**config.mk**
```make
export PLATFORM = sky130hd
export DESIGN_NAME = fetch_fifo_ctrl
export DESIGN_NICKNAME = d
export VERILOG_FILES = /design/src/rtl/fetch_fifo_ctrl_pkg.sv /design/src/rtl/updown_cnt.sv /design/src/rtl/fetch_fifo_ctrl.sv
export SDC_FILE = /design/constraint.sdc
export NUM_CORES = 1
export LEC_CHECK = 0
export CAP_MARGIN = 5
export CORE_MARGIN = 1.5
export CORE_UTILIZATION = 35
export DETAILED_ROUTE_END_ITERATION = 12
export PLACE_DENSITY = 0.61
export SLEW_MARGIN = 25
export SYNTH_ARGS = -nofsm -noshare
export SYNTH_HDL_FRONTEND = slang
export SYNTH_HIERARCHICAL = 1
export SYNTH_SLANG_ARGS = --single-unit
```
**constraint.sdc**
```tcl
create_clock -name clk_i -period 4.35 [get_ports clk_i]
set_input_delay 1.0875 -clock clk_i [delete_from_list [all_inputs] [get_ports clk_i]]
set_output_delay 1.0875 -clock clk_i [all_outputs]
set_load 0.005 [all_outputs]
```
**src/rtl/fetch_fifo_ctrl_pkg.sv**
```systemverilog
// Shared types and FIFO entry layout for the instruction-fetch sequencer.
// Entry layout: error bit 64, pc 63:32, instr 31:0.
package fetch_fifo_ctrl_pkg;

  localparam int ENTRY_W        = 65;
  localparam int ENTRY_ERR_BIT  = 64;
  localparam int ENTRY_PC_HI    = 63;
  localparam int ENTRY_PC_LO    = 32;
  localparam int ENTRY_INSTR_HI = 31;

  typedef enum logic [0:0] {
    S_RUN = 1'b0,
    S_ERR = 1'b1
  } fetch_state_e;

  function automatic logic [ENTRY_W-1:0] pack_entry(input logic        err,
                                                    input logic [31:0] pc,
                                                    input logic [31:0] instr);
    logic [ENTRY_W-1:0] e;
    e                             = '0;
    e[ENTRY_ERR_BIT]              = err;
    e[ENTRY_PC_HI:ENTRY_PC_LO]    = pc;
    e[ENTRY_INSTR_HI:0]           = instr;
    return e;
  endfunction

  // Fetches are always word aligned; the low address bits are discarded.
  function automatic logic [31:0] align_word(input logic [31:0] a);
    return {a[31:2], 2'b00};
  endfunction

endpackage

```
**src/rtl/updown_cnt.sv**
```systemverilog
// Up/down counter with clear and load; clear beats load beats inc/dec.
// Wrapping past either end is treated as a design error.
module updown_cnt #(
  parameter int W = 2
) (
  input  logic         clk_i,
  input  logic         resetb_i,
  input  logic         en_i,
  input  logic         clear_i,
  input  logic         load_i,
  input  logic [W-1:0] load_val_i,
  input  logic         inc_i,
  input  logic         dec_i,
  output logic [W-1:0] cnt_o
);

  logic [W-1:0] cnt_q;
  logic [W-1:0] cnt_next;

  always_comb begin
    cnt_next = cnt_q;
    if (clear_i)
      cnt_next = '0;
    else if (load_i)
      cnt_next = load_val_i;
    else if (inc_i && !dec_i)
      cnt_next = cnt_q + W'(1);
    else if (dec_i && !inc_i)
      cnt_next = cnt_q - W'(1);
  end

  always_ff @(posedge clk_i) begin
    if (!resetb_i)
      cnt_q <= '0;
    else if (en_i)
      cnt_q <= cnt_next;
  end

  assign cnt_o = cnt_q;

`ifndef SYNTHESIS
  always_ff @(posedge clk_i) begin
    if (resetb_i && en_i && !clear_i && !load_i) begin
      assert (!(inc_i && !dec_i && (cnt_q == {W{1'b1}})))
        else $error("updown_cnt: increment wraps");
      assert (!(dec_i && !inc_i && (cnt_q == '0)))
        else $error("updown_cnt: decrement wraps");
    end
  end
`endif

endmodule

```
**src/rtl/fetch_fifo_ctrl.sv**
```systemverilog
// Instruction-fetch sequencer: credit-based requests, response writes, jump flush.
// Optional macro RV_FETCH_ERR_STALL_EN: a bus error stops fetching until a jump.
module fetch_fifo_ctrl
  import fetch_fifo_ctrl_pkg::*;
#(
  parameter int          C_FIFO_DEPTH_X = 1,
  parameter logic [31:0] C_RESET_VECTOR = 32'h0000_0000
) (
  input  logic                clk_i,
  input  logic                resetb_i,
  input  logic                clk_en_i,
  input  logic                jump_i,
  input  logic [31:0]         jump_addr_i,
  output logic                ireqvalid_o,
  output logic [31:0]         ireqaddr_o,
  input  logic                ireqready_i,
  input  logic                irspvalid_i,
  input  logic [31:0]         irspdata_i,
  input  logic                irsperror_i,
  output logic                fifo_wr_o,
  output logic [ENTRY_W-1:0]  fifo_din_o,
  output logic                fifo_flush_o,
  input  logic                fifo_rd_i
);

  localparam int            CW    = C_FIFO_DEPTH_X + 1;
  localparam logic [CW:0]   DEPTH = (CW+1)'(1) << C_FIFO_DEPTH_X;

  fetch_state_e state_q, state_next;
  logic [31:0]  pc_q, rsp_pc_q;
  logic [CW-1:0] occ_q, out_q, disc_q;
  logic [CW:0]  credit;
  logic         req_valid, accept, rsp_live, rsp_drop, rsp_wr;
  logic [CW-1:0] disc_load;

  assign credit    = DEPTH - {1'b0, occ_q} - {1'b0, out_q};
  assign req_valid = resetb_i & (state_q == S_RUN) & (credit != '0) & ~jump_i;
  assign accept    = req_valid & ireqready_i & clk_en_i;

  // A response in a jump cycle belongs to the old stream and is never written.
  assign rsp_live  = resetb_i & clk_en_i & irspvalid_i;
  assign rsp_drop  = rsp_live & (disc_q != '0);
  assign rsp_wr    = rsp_live & (disc_q == '0) & ~jump_i;
  assign disc_load = out_q - CW'(rsp_live);

  assign ireqvalid_o  = req_valid;
  assign ireqaddr_o   = pc_q;
  assign fifo_wr_o    = rsp_wr;
  assign fifo_din_o   = pack_entry(irsperror_i, rsp_pc_q, irspdata_i);
  assign fifo_flush_o = resetb_i & clk_en_i & jump_i;

  updown_cnt #(.W(CW)) u_occ (
    .clk_i      (clk_i),
    .resetb_i   (resetb_i),
    .en_i       (clk_en_i),
    .clear_i    (jump_i),
    .load_i     (1'b0),
    .load_val_i ('0),
    .inc_i      (rsp_wr),
    .dec_i      (fifo_rd_i),
    .cnt_o      (occ_q)
  );

  updown_cnt #(.W(CW)) u_out (
    .clk_i      (clk_i),
    .resetb_i   (resetb_i),
    .en_i       (clk_en_i),
    .clear_i    (1'b0),
    .load_i     (1'b0),
    .load_val_i ('0),
    .inc_i      (accept),
    .dec_i      (rsp_live),
    .cnt_o      (out_q)
  );

  updown_cnt #(.W(CW)) u_disc (
    .clk_i      (clk_i),
    .resetb_i   (resetb_i),
    .en_i       (clk_en_i),
    .clear_i    (1'b0),
    .load_i     (jump_i),
    .load_val_i (disc_load),
    .inc_i      (1'b0),
    .dec_i      (rsp_drop),
    .cnt_o      (disc_q)
  );

  always_ff @(posedge clk_i) begin
    if (!resetb_i) begin
      pc_q     <= C_RESET_VECTOR;
      rsp_pc_q <= C_RESET_VECTOR;
    end else if (clk_en_i) begin
      if (jump_i) begin
        pc_q     <= align_word(jump_addr_i);
        rsp_pc_q <= align_word(jump_addr_i);
      end else begin
        if (accept)
          pc_q <= pc_q + 32'd4;
        if (rsp_wr)
          rsp_pc_q <= rsp_pc_q + 32'd4;
      end
    end
  end

  always_comb begin
    state_next = state_q;
    if (jump_i)
      state_next = S_RUN;
`ifdef RV_FETCH_ERR_STALL_EN
    else if (rsp_wr && irsperror_i)
      state_next = S_ERR;
`endif
  end

  always_ff @(posedge clk_i) begin
    if (!resetb_i)
      state_q <= S_RUN;
    else if (clk_en_i)
      state_q <= state_next;
  end

`ifndef SYNTHESIS
  logic        hold_q;
  logic [31:0] hold_addr_q;

  always_ff @(posedge clk_i) begin
    if (!resetb_i) begin
      hold_q      <= 1'b0;
      hold_addr_q <= '0;
    end else if (clk_en_i) begin
      hold_q      <= req_valid & ~ireqready_i;
      hold_addr_q <= pc_q;
      assert (!(irspvalid_i && (out_q == '0)))
        else $error("fetch_fifo_ctrl: response with nothing outstanding");
      assert (!(fifo_rd_i && (occ_q == '0)))
        else $error("fetch_fifo_ctrl: pop from empty fifo");
      assert (!(hold_q && (pc_q != hold_addr_q)))
        else $error("fetch_fifo_ctrl: request address changed while stalled");
    end
  end
`endif

endmodule

```
==> results of run 1 <==
cell usage after synthesis (16+ instances only):
cell type / instances
a22oi_1: 17
dfxtp_1: 66
nand2_1: 57
a21oi_1: 34
inv_1: 18
o31ai_1: 16
buf_4: 37
nand4_1: 16
nand3_1: 37
clkbuf_1: 26
o21ai_0: 28
nor2_1: 55
per-layer routing:
layer,global-route usage (%),vias to the layer above,part of all wire [%]
met5,0,-,0
met4,7.76,0,2.6
met3,5.60,29,7.5
met2,35.8,225,47
met1,28.2,2435,43
li1,-,2403,-
power groups by stage:
stage	sequential, uW	clock [uW]	combinational (uW)
2_1_floorplan	703	0	203
5_1_grt	714	714	367
3_5_place_dp	719	0	334
6_report	707	667	336
3_3_place_gp	717	0	327
4_1_cts	706	681	335
worst max-delay path, stage by stage:
cell,delay [ns]
clkdlybuf4s50_1,0.47
nor4bb_1,0.43
o21a_1,0.19
nand2_1,0.07
inv_1,0.08
clkdlybuf4s50_1,0.50
sequential cells by signal, indices dropped and copies added, names as in the netlist:
| name | count |
|---|---|
| ireqaddr_o | 30 |
| rsp_pc_q | 30 |
| u_disc/cnt_o | 2 |
| u_occ/cnt_o | 2 |
| u_out/cnt_o | 2 |
final timing paths:
kind	startpoint	endpoint	cells past startpoint
setup / recovery	resetb_i	fifo_wr_o	6
hold / removal	ireqaddr_o[29]	ireqaddr_o[29]	1
setup reg to reg	u_occ/cnt_o[0]	u_out/cnt_o[1]	10
hold reg to reg	ireqaddr_o[29]	ireqaddr_o[29]	1
cell type report:
| class | instances | area, um^2 |
|---|---|---|
| repair buffers | 114 | 1100 |
| clock buffers | 13 | 250 |
| inverters | 19 | 71.3 |
| multi-input cells | 479 | 2960 |
| clock inverters | 3 | 15.0 |
| well taps | 176 | 220 |
| fillers | 1347 | 7250 |
| flip-flops and latches | 66 | 1320 |
cells by family (layout without fill, tap and decap cells):
kind of cell    after synthesis  after routing  synth area share [%]
compound gates              190            190                  27.9
simple gates                236            236                  26.0
fa+ha+maj                     8              8                  2.28
other cells                   1             29                0.0795
mux                          12             12                  2.55
xor+xnor                      4              4                  1.62
buf+inv                      92            149                  11.5
flops                        66             66                  28.0
metrics by stage:
step / hold WS [ns] / cells / total power, uW
floorplan: 0.479 / 637 / 905
global placement: 0.502 / 854 / 1040
detailed placement: 0.489 / 854 / 1050
CTS: 0.513 / 870 / 1720
global route: 0.529 / 870 / 1790
finish: 0.518 / 870 / 1710
placed cells by master, fill, tap and decap left out, types with 5 or more instances in the layout:
cell             count
dfxtp_1             66
a21oi_1             34
clkbuf_16            9
a31oi_1              5
o31ai_1             16
o211ai_1             9
nor3_1              15
a32oi_1              6
conb_1              29
a22oi_1             17
a211oi_1             6
a22o_1              10
nor2b_1              5
nand2_1             57
o22ai_1             10
buf_4               15
nand4_1             16
nor3b_1              6
ha_1                 7
and3_1              11
clkdlybuf4s50_1     98
o21a_1               7
a21o_1               5
o21ai_0             27
o41ai_1              6
nand3_1             37
mux2i_1             12
nor2_1              55
inv_1               18
and4_1               7
o311ai_1             5
==> results.cfg, run 1 <==
[worst_hold_path]
hold_path_class = flop to flop

[grt]
track_usage_pct = 22.0
grt_max_degree = 67
number_of_global_route_vias_before_repair = 4644
globalRouteOverflowTotal = 0
initial_antenna_violation_count = 0
grt_first_pass_wirelength_um = 24700

[power]
switchingPower_uw = 494
power_per_cell_area_nw_per_um2 = 288
power_frac_seq_pct = 41.4
switching_share_pct = 28.9
leakage_uw = 0.00216
clock_network_power_share_pct = 39.0
peakVddDrop_uv = 154
cellInternalPower_uw = 1220
comb_power_share_pct = 19.6

[die]
design.portCount = 172
fp.dieH_um = 119
floorplan.rows = 42
fp.coreArea_um2 = 13200
initial_utilization_pct = 35.7
die-area_um2 = 14200
die_width_um = 119

[route]
firstDrtPassIters = 5
drt_first_iter_violations = 519
vias = 5092
finalWirelength_um = 15700
via_per_inst = 5.85
antenna_violating_nets_post_route = 0
routed_wire_length_per_instance_um = 18.1
drc_errors = 0

[final_layout]
final_layout_size_suffix_gt1_share_pct = 6.05
antennaDiodeCount = 0
fin_nets = 769
post-route-util_pct = 45.0
postLayoutCellArea_um2 = 5940
synth_to_layout_area_growth_pct = 25.9

[timing]
hold_viol_final = 0
timing_max_transition_violations_final = 0
finalCriticalPeriod_ns = 3.92
finalSetupViolations = 0
worst-slew-pin-transition_ns = 0.925
fin_crit_sh_pct = 90.1
worst_slew_margin_rel_pct = 38.3
grt_setup_unrepaired = false
fmaxAchievable_mhz = 255
fin_skew_ns = 0.00767
setup_slack_ns = 0.429
tns_ns = 0

[clock_network]
clk_pin_slew_ns = 0.05
cts_htree_levels = 3
post_cts_resize_count = 0
cts-root-to-sink-buffers = 2
ctsHoldBuffers = 0
cts_tree = done
postCtsSetupRepairBufs = 0
cts.root.buffer_cell = clkbuf_16
clock_sink_total = 66
numCtsBuffers = 9
clock_latency_late_sink_ns = 0.33

[run]
max_capacitance_violation_total = 0

[synthesis]
ys.flop_type = dfxtp_1
synth_sequential_area_ratio_pct = 28.0
netlist_instances = 609
post_synth_top_area_share_pct = 28.0
yosysUniqueCellTypes = 70
postSynthAreaPerCell_um2 = 7.74
synth-warning-count = 6
synth_seq_cells = 66
post_synthesis_cell_type_with_the_largest_combined_area = dfxtp_1
mapped_area_um2 = 4710
synth_enable_flop_cells = 0
ys_top_cells_by_area = dfxtp_1 (28%), buf_4 (5.9%), nand2_1 (4.5%), nor2_1 (4.4%), nand3_1 (3.9%)
asr_flop_ratio_synth_pct = 0

[placement]
placed_area_um2 = 5670
io_buffers = 99
post-place-ws_ns = 0.431
routabilityCongestion = 0.843
dp.final_hpwl_um = 11400

[critical_path]
setup.worst_path.class = primary input to output port
regToRegSetupSlack_ns = 1.62
timing.critical_path.fanout_max = 2
data_required_time_of_the_worst_path_ns = 3.26
cp-start-kind = primary input
endpoint_kind = output port
critical_path_arrival_ns = 2.83

[status]
result_of_the_run = complete, no violations
(Power assumes the default switching activity.)
==> run 2, diff against run 1 <==
- SLEW_MARGIN: 25 -> 40
==> run 2 against run 1 <==
Net effect:
- critical path depth is the same
- worst hold slack got worse by 0.00072 ns
- combinational power about the same
- register-to-register slack barely moved
- clock skew barely moved
- critical endpoint unchanged
==> results.cfg, run 2 (same netlist as run 1, synthesis figures left out) <==
[status]
result_of_the_run = complete, no violations

[die]
floorplan.rows = 42
fp.coreArea_um2 = 13200
die_width_um = 119
initial_utilization_pct = 35.7
design.portCount = 172
fp.dieH_um = 119
die-area_um2 = 14200

[critical_path]
cp-start-kind = primary input
worstPathCellList = clkdlybuf4s50_1 > nor4bb_1 > o21a_1 > nand2_1 > inv_1 > clkdlybuf4s50_1
timing.critical_path.fanout_max = 2
cp_dominant_cell_by_count = clkdlybuf4s50_1
rr_startpoint = u_occ/cnt_o[0]
critical_path_arrival_ns = 2.84
endpoint_kind = output port
data_required_time_of_the_worst_path_ns = 3.26
regToRegSetupSlack_ns = 1.62
crit_start = resetb_i
end_of_the_worst_register_to_register_path = u_out/cnt_o[1]
worst_path_largest_cell_delay_ns = 0.50
slowest_stage = clkdlybuf4s50_1
setup.worst_path.class = primary input to output port
buf_inv_on_cp = 3
worstSetupEndpoint = fifo_wr_o
timing.critical_path.depth = 6
cp_top_family = buffers and inverters
ff2ff_path_depth = 10

[clock_network]
clk_pin_slew_ns = 0.05
cts-root-to-sink-buffers = 2
cts.root.buffer_cell = clkbuf_16
clock_sink_total = 66
cts_htree_levels = 3
cts_tree = done
clock_latency_late_sink_ns = 0.34
postCtsSetupRepairBufs = 0
numCtsBuffers = 9
ctsHoldBuffers = 0
post_cts_resize_count = 0

[power]
peakVddDrop_uv = 153
power_per_cell_area_nw_per_um2 = 288
leakage_uw = 0.00218

[timing]
grt_setup_unrepaired = false
tns_ns = 0
worst_slew_margin_rel_pct = 51.2
hold_viol_final = 0
fmaxAchievable_mhz = 254
timing_max_transition_violations_final = 0
worst-slew-pin-transition_ns = 0.732
fin_crit_sh_pct = 90.3
fin_skew_ns = 0.00786
finalCriticalPeriod_ns = 3.93
finalSetupViolations = 0

[route]
finalWirelength_um = 15700
via_per_inst = 5.80
antenna_violating_nets_post_route = 0
firstDrtPassIters = 5
drc_errors = 0
drt_first_iter_violations = 431
routed_wire_length_per_instance_um = 18.1
vias = 5047

[run]
max_capacitance_violation_total = 0

[grt]
globalRouteOverflowTotal = 0
track_usage_pct = 22.0
grt_max_degree = 67
number_of_global_route_vias_before_repair = 4644
grt_first_pass_wirelength_um = 24700
initial_antenna_violation_count = 0

[final_layout]
fin_nets = 769
finalNonFillerCells = 870
layout.cells.most_common = clkdlybuf4s50_1
mostFrequentLayoutCells = clkdlybuf4s50_1 (98), dfxtp_1 (66), nand2_1 (57), nor2_1 (55), nand3_1 (37)
postLayoutCellArea_um2 = 5950
antennaDiodeCount = 0
fillers = 1342
final_layout_size_suffix_gt1_share_pct = 6.20
area.sequential_um2 = 1320
area_of_the_multi_input_gates_um2 = 2970
synth_to_layout_area_growth_pct = 26.1

[worst_hold_path]
hold-path-cell-count = 1
hold_path_class = flop to flop

[placement]
placed_area_um2 = 5670
routabilityCongestion = 0.843
io_buffers = 99
placed_cell_count = 854
dp.final_hpwl_um = 11400
run 2: cell counts in the layout (fill, tap and decap cells not counted):
No cell type changed its count.
run 2: worst min path at each step:
stage,startpoint,to,slack [ns]
6_report,ireqaddr_o[29],ireqaddr_o[29],0.52
4_1_cts,ireqaddr_o[29],ireqaddr_o[29],0.51
5_1_grt,ireqaddr_o[29],ireqaddr_o[29],0.53
3_5_place_dp,ireqaddr_o[29],ireqaddr_o[29],0.49
3_3_place_gp,u_occ/cnt_o[1],u_occ/cnt_o[1],0.50
2_1_floorplan,ireqaddr_o[29],ireqaddr_o[29],0.48
run 2: power breakdown:
part | total [uW] | switching (uW) | internal [uW]
Combinational | 336 | 161 | 175
Clock | 667 | 269 | 399
Sequential | 707 | 64.4 | 643
Total | 1710 | 494 | 1220
run 2: area by class of cell:
cell class	instances	area share, %
flip-flops and latches	66	22.2
repair buffers	114	18.5
inverters	19	1.20
multi-input cells	479	49.9
well taps	176	3.70
clock inverters	3	0.252
clock buffers	13	4.21
run 2: per-stage QoR:
step / hold slack [ns] / utilization (%) / setup WS, ns / power [uW]
6_report: 0.517 / 45.1 / 0.421 / 1710
4_1_cts: 0.513 / 45.0 / 0.418 / 1720
2_1_floorplan: 0.479 / - / 1.29 / 905
3_5_place_dp: 0.489 / 43.0 / 0.431 / 1050
3_3_place_gp: 0.502 / 43.0 / 0.434 / 1040
5_1_grt: 0.529 / 45.1 / 0.352 / 1790
run 2: metal layers:
metal / up-vias / GRT usage [%] / routed length, um
met3: 30 / 5.60 / 1180
met4: 0 / 7.76 / 440
met2: 206 / 35.8 / 7250
met5: - / 0 / 0
met1: 2405 / 28.2 / 6840
li1: 2406 / - / -
==> run 3, diff against run 2 <==
- clock period: 4.35 -> 3.7 ns (I/O delays scaled with it)
==> run 3 against run 2 <==
Net effect:
- final cell count did not move
- critical path depth is the same
- non-clock buffer count increased by 1
- design area is 0.84% higher
- critical endpoint unchanged
- largest power group is now clock
- highest routed layer unchanged
==> results.cfg, run 3 (same netlist as run 1, synthesis figures left out) <==
[critical_path]
cp_dominant_cell_by_count = clkdlybuf4s50_1
buf_inv_on_cp = 3
slowest_stage = clkdlybuf4s50_1
worstPathCellList = clkdlybuf4s50_1 > nor4bb_4 > o21a_1 > nand2_1 > inv_1 > clkdlybuf4s50_1
endpoint_kind = output port
regToRegSetupSlack_ns = 0.97
worst_path_largest_cell_delay_ns = 0.50
setup.worst_path.class = primary input to output port
timing.critical_path.fanout_max = 2
cp_top_family = buffers and inverters
critical_path_arrival_ns = 2.63
cp-start-kind = primary input
data_required_time_of_the_worst_path_ns = 2.77

[grt]
track_usage_pct = 22.2
number_of_global_route_vias_before_repair = 4698
grt_max_degree = 69
grt_first_pass_wirelength_um = 25000
initial_antenna_violation_count = 0
globalRouteOverflowTotal = 0

[timing]
fmaxAchievable_mhz = 281
worst-slew-pin-transition_ns = 0.741
timing_max_transition_violations_final = 0
hold_viol_final = 0
hold-worst-slack_ns = 0.512
grt_setup_unrepaired = false
finalCriticalPeriod_ns = 3.56
fin_skew_ns = 0.00673
setup_slack_ns = 0.143
finalSetupViolations = 0
fin_crit_sh_pct = 96.1
tns_ns = 0
worst_slew_margin_rel_pct = 50.6

[power]
peakVddDrop_uv = 200
power_per_cell_area_nw_per_um2 = 347
totalPowerFinal_uw = 2080
leakage_uw = 0.00220

[clock_network]
cts_tree = done
ctsHoldBuffers = 0
cts.root.buffer_cell = clkbuf_16
clk_pin_slew_ns = 0.05
clock_latency_late_sink_ns = 0.34
clock_sink_total = 66
cts_htree_levels = 3
numCtsBuffers = 9
cts-root-to-sink-buffers = 2

[placement]
io_buffers = 99
post-place-ws_ns = 0.0869
routabilityCongestion = 0.857
dp.final_hpwl_um = 11500

[route]
vias = 5089
firstDrtPassIters = 5
drt_first_iter_violations = 499
finalWirelength_um = 15800
routed_wire_length_per_instance_um = 18.2
via_per_inst = 5.85
drc_errors = 0
antenna_violating_nets_post_route = 0

[final_layout]
area.sequential_um2 = 1320
final_layout_size_suffix_gt1_share_pct = 6.34
mostFrequentLayoutCells = clkdlybuf4s50_1 (98), dfxtp_1 (66), nand2_1 (57), nor2_1 (55), nand3_1 (37)
area_of_the_multi_input_gates_um2 = 2990
antennaDiodeCount = 0
fillers = 1299
fin_nets = 770
synth_to_layout_area_growth_pct = 27.2
layout.cells.most_common = clkdlybuf4s50_1

[die]
initial_utilization_pct = 35.7
floorplan.rows = 42
design.portCount = 172
die-area_um2 = 14200
fp.dieH_um = 119
fp.coreArea_um2 = 13200
die_width_um = 119

[worst_hold_path]
hold_path_class = flop to flop

[run]
max_capacitance_violation_total = 0

[status]
result_of_the_run = complete, no violations
-- run 3: changes by cell type in the layout (fill, tap and decap cells not counted), sizes merged --
cell	delta
clkinv	-1
bufinv	+1
clkbuf	-1
buf	+1
-- run 3: worst min-delay path: stages (launching register included) --
cell,delay [ns]
dfxtp_1,0.32
o211ai_1,0.08
o31ai_1,0.06
-- run 3: per-stage QoR --
| stage | cell area, um^2 | utilization, % | instances |
|---|---|---|---|
| floorplan | 4820 | - | 637 |
| global placement | 5680 | 43.1 | 855 |
| detailed placement | 5680 | 43.1 | 855 |
| CTS | 5970 | 45.2 | 870 |
| global route | 6000 | 45.5 | 870 |
| finish | 6000 | 45.5 | 870 |
-- run 3: final timing paths --
path / from / end / cells after the start
setup / recovery: resetb_i / fifo_wr_o / 6
hold / removal: u_occ/cnt_o[1] / u_occ/cnt_o[1] / 2
setup reg to reg: u_occ/cnt_o[0] / ireqaddr_o[14] / 8
hold reg to reg: u_occ/cnt_o[1] / u_occ/cnt_o[1] / 2
-- run 3: timing repair --
item	in CTS	in global routing
setup buffers	0	0
setup endpoints to repair	0	1
resized for setup	0	2
-- run 3: final cells by class --
| type | instances | share of cell area, % |
|---|---|---|
| Tap cell | 176 | 3.67 |
| Clock inverter | 3 | 0.668 |
| Inverter | 19 | 1.19 |
| Multi-Input combinational cell | 479 | 49.9 |
| Clock buffer | 12 | 4.11 |
| Timing Repair Buffer | 115 | 18.4 |
| Sequential cell | 66 | 22.0 |
-- run 3: where the power goes --
group	leakage (uW)	switching (uW)	internal (uW)
combinational	0.00151	191	207
clock	0.000142	315	534
sequential	0.000540	76.0	756
-- run 3: layer usage --
metal  share of wire [%]  track usage [%]  routed length [um]
met5                   0                0                   0
met3                 6.3             4.21                1000
met2                  48             36.3                7540
met1                  44             28.9                7030
met4                 1.7             8.43                 265
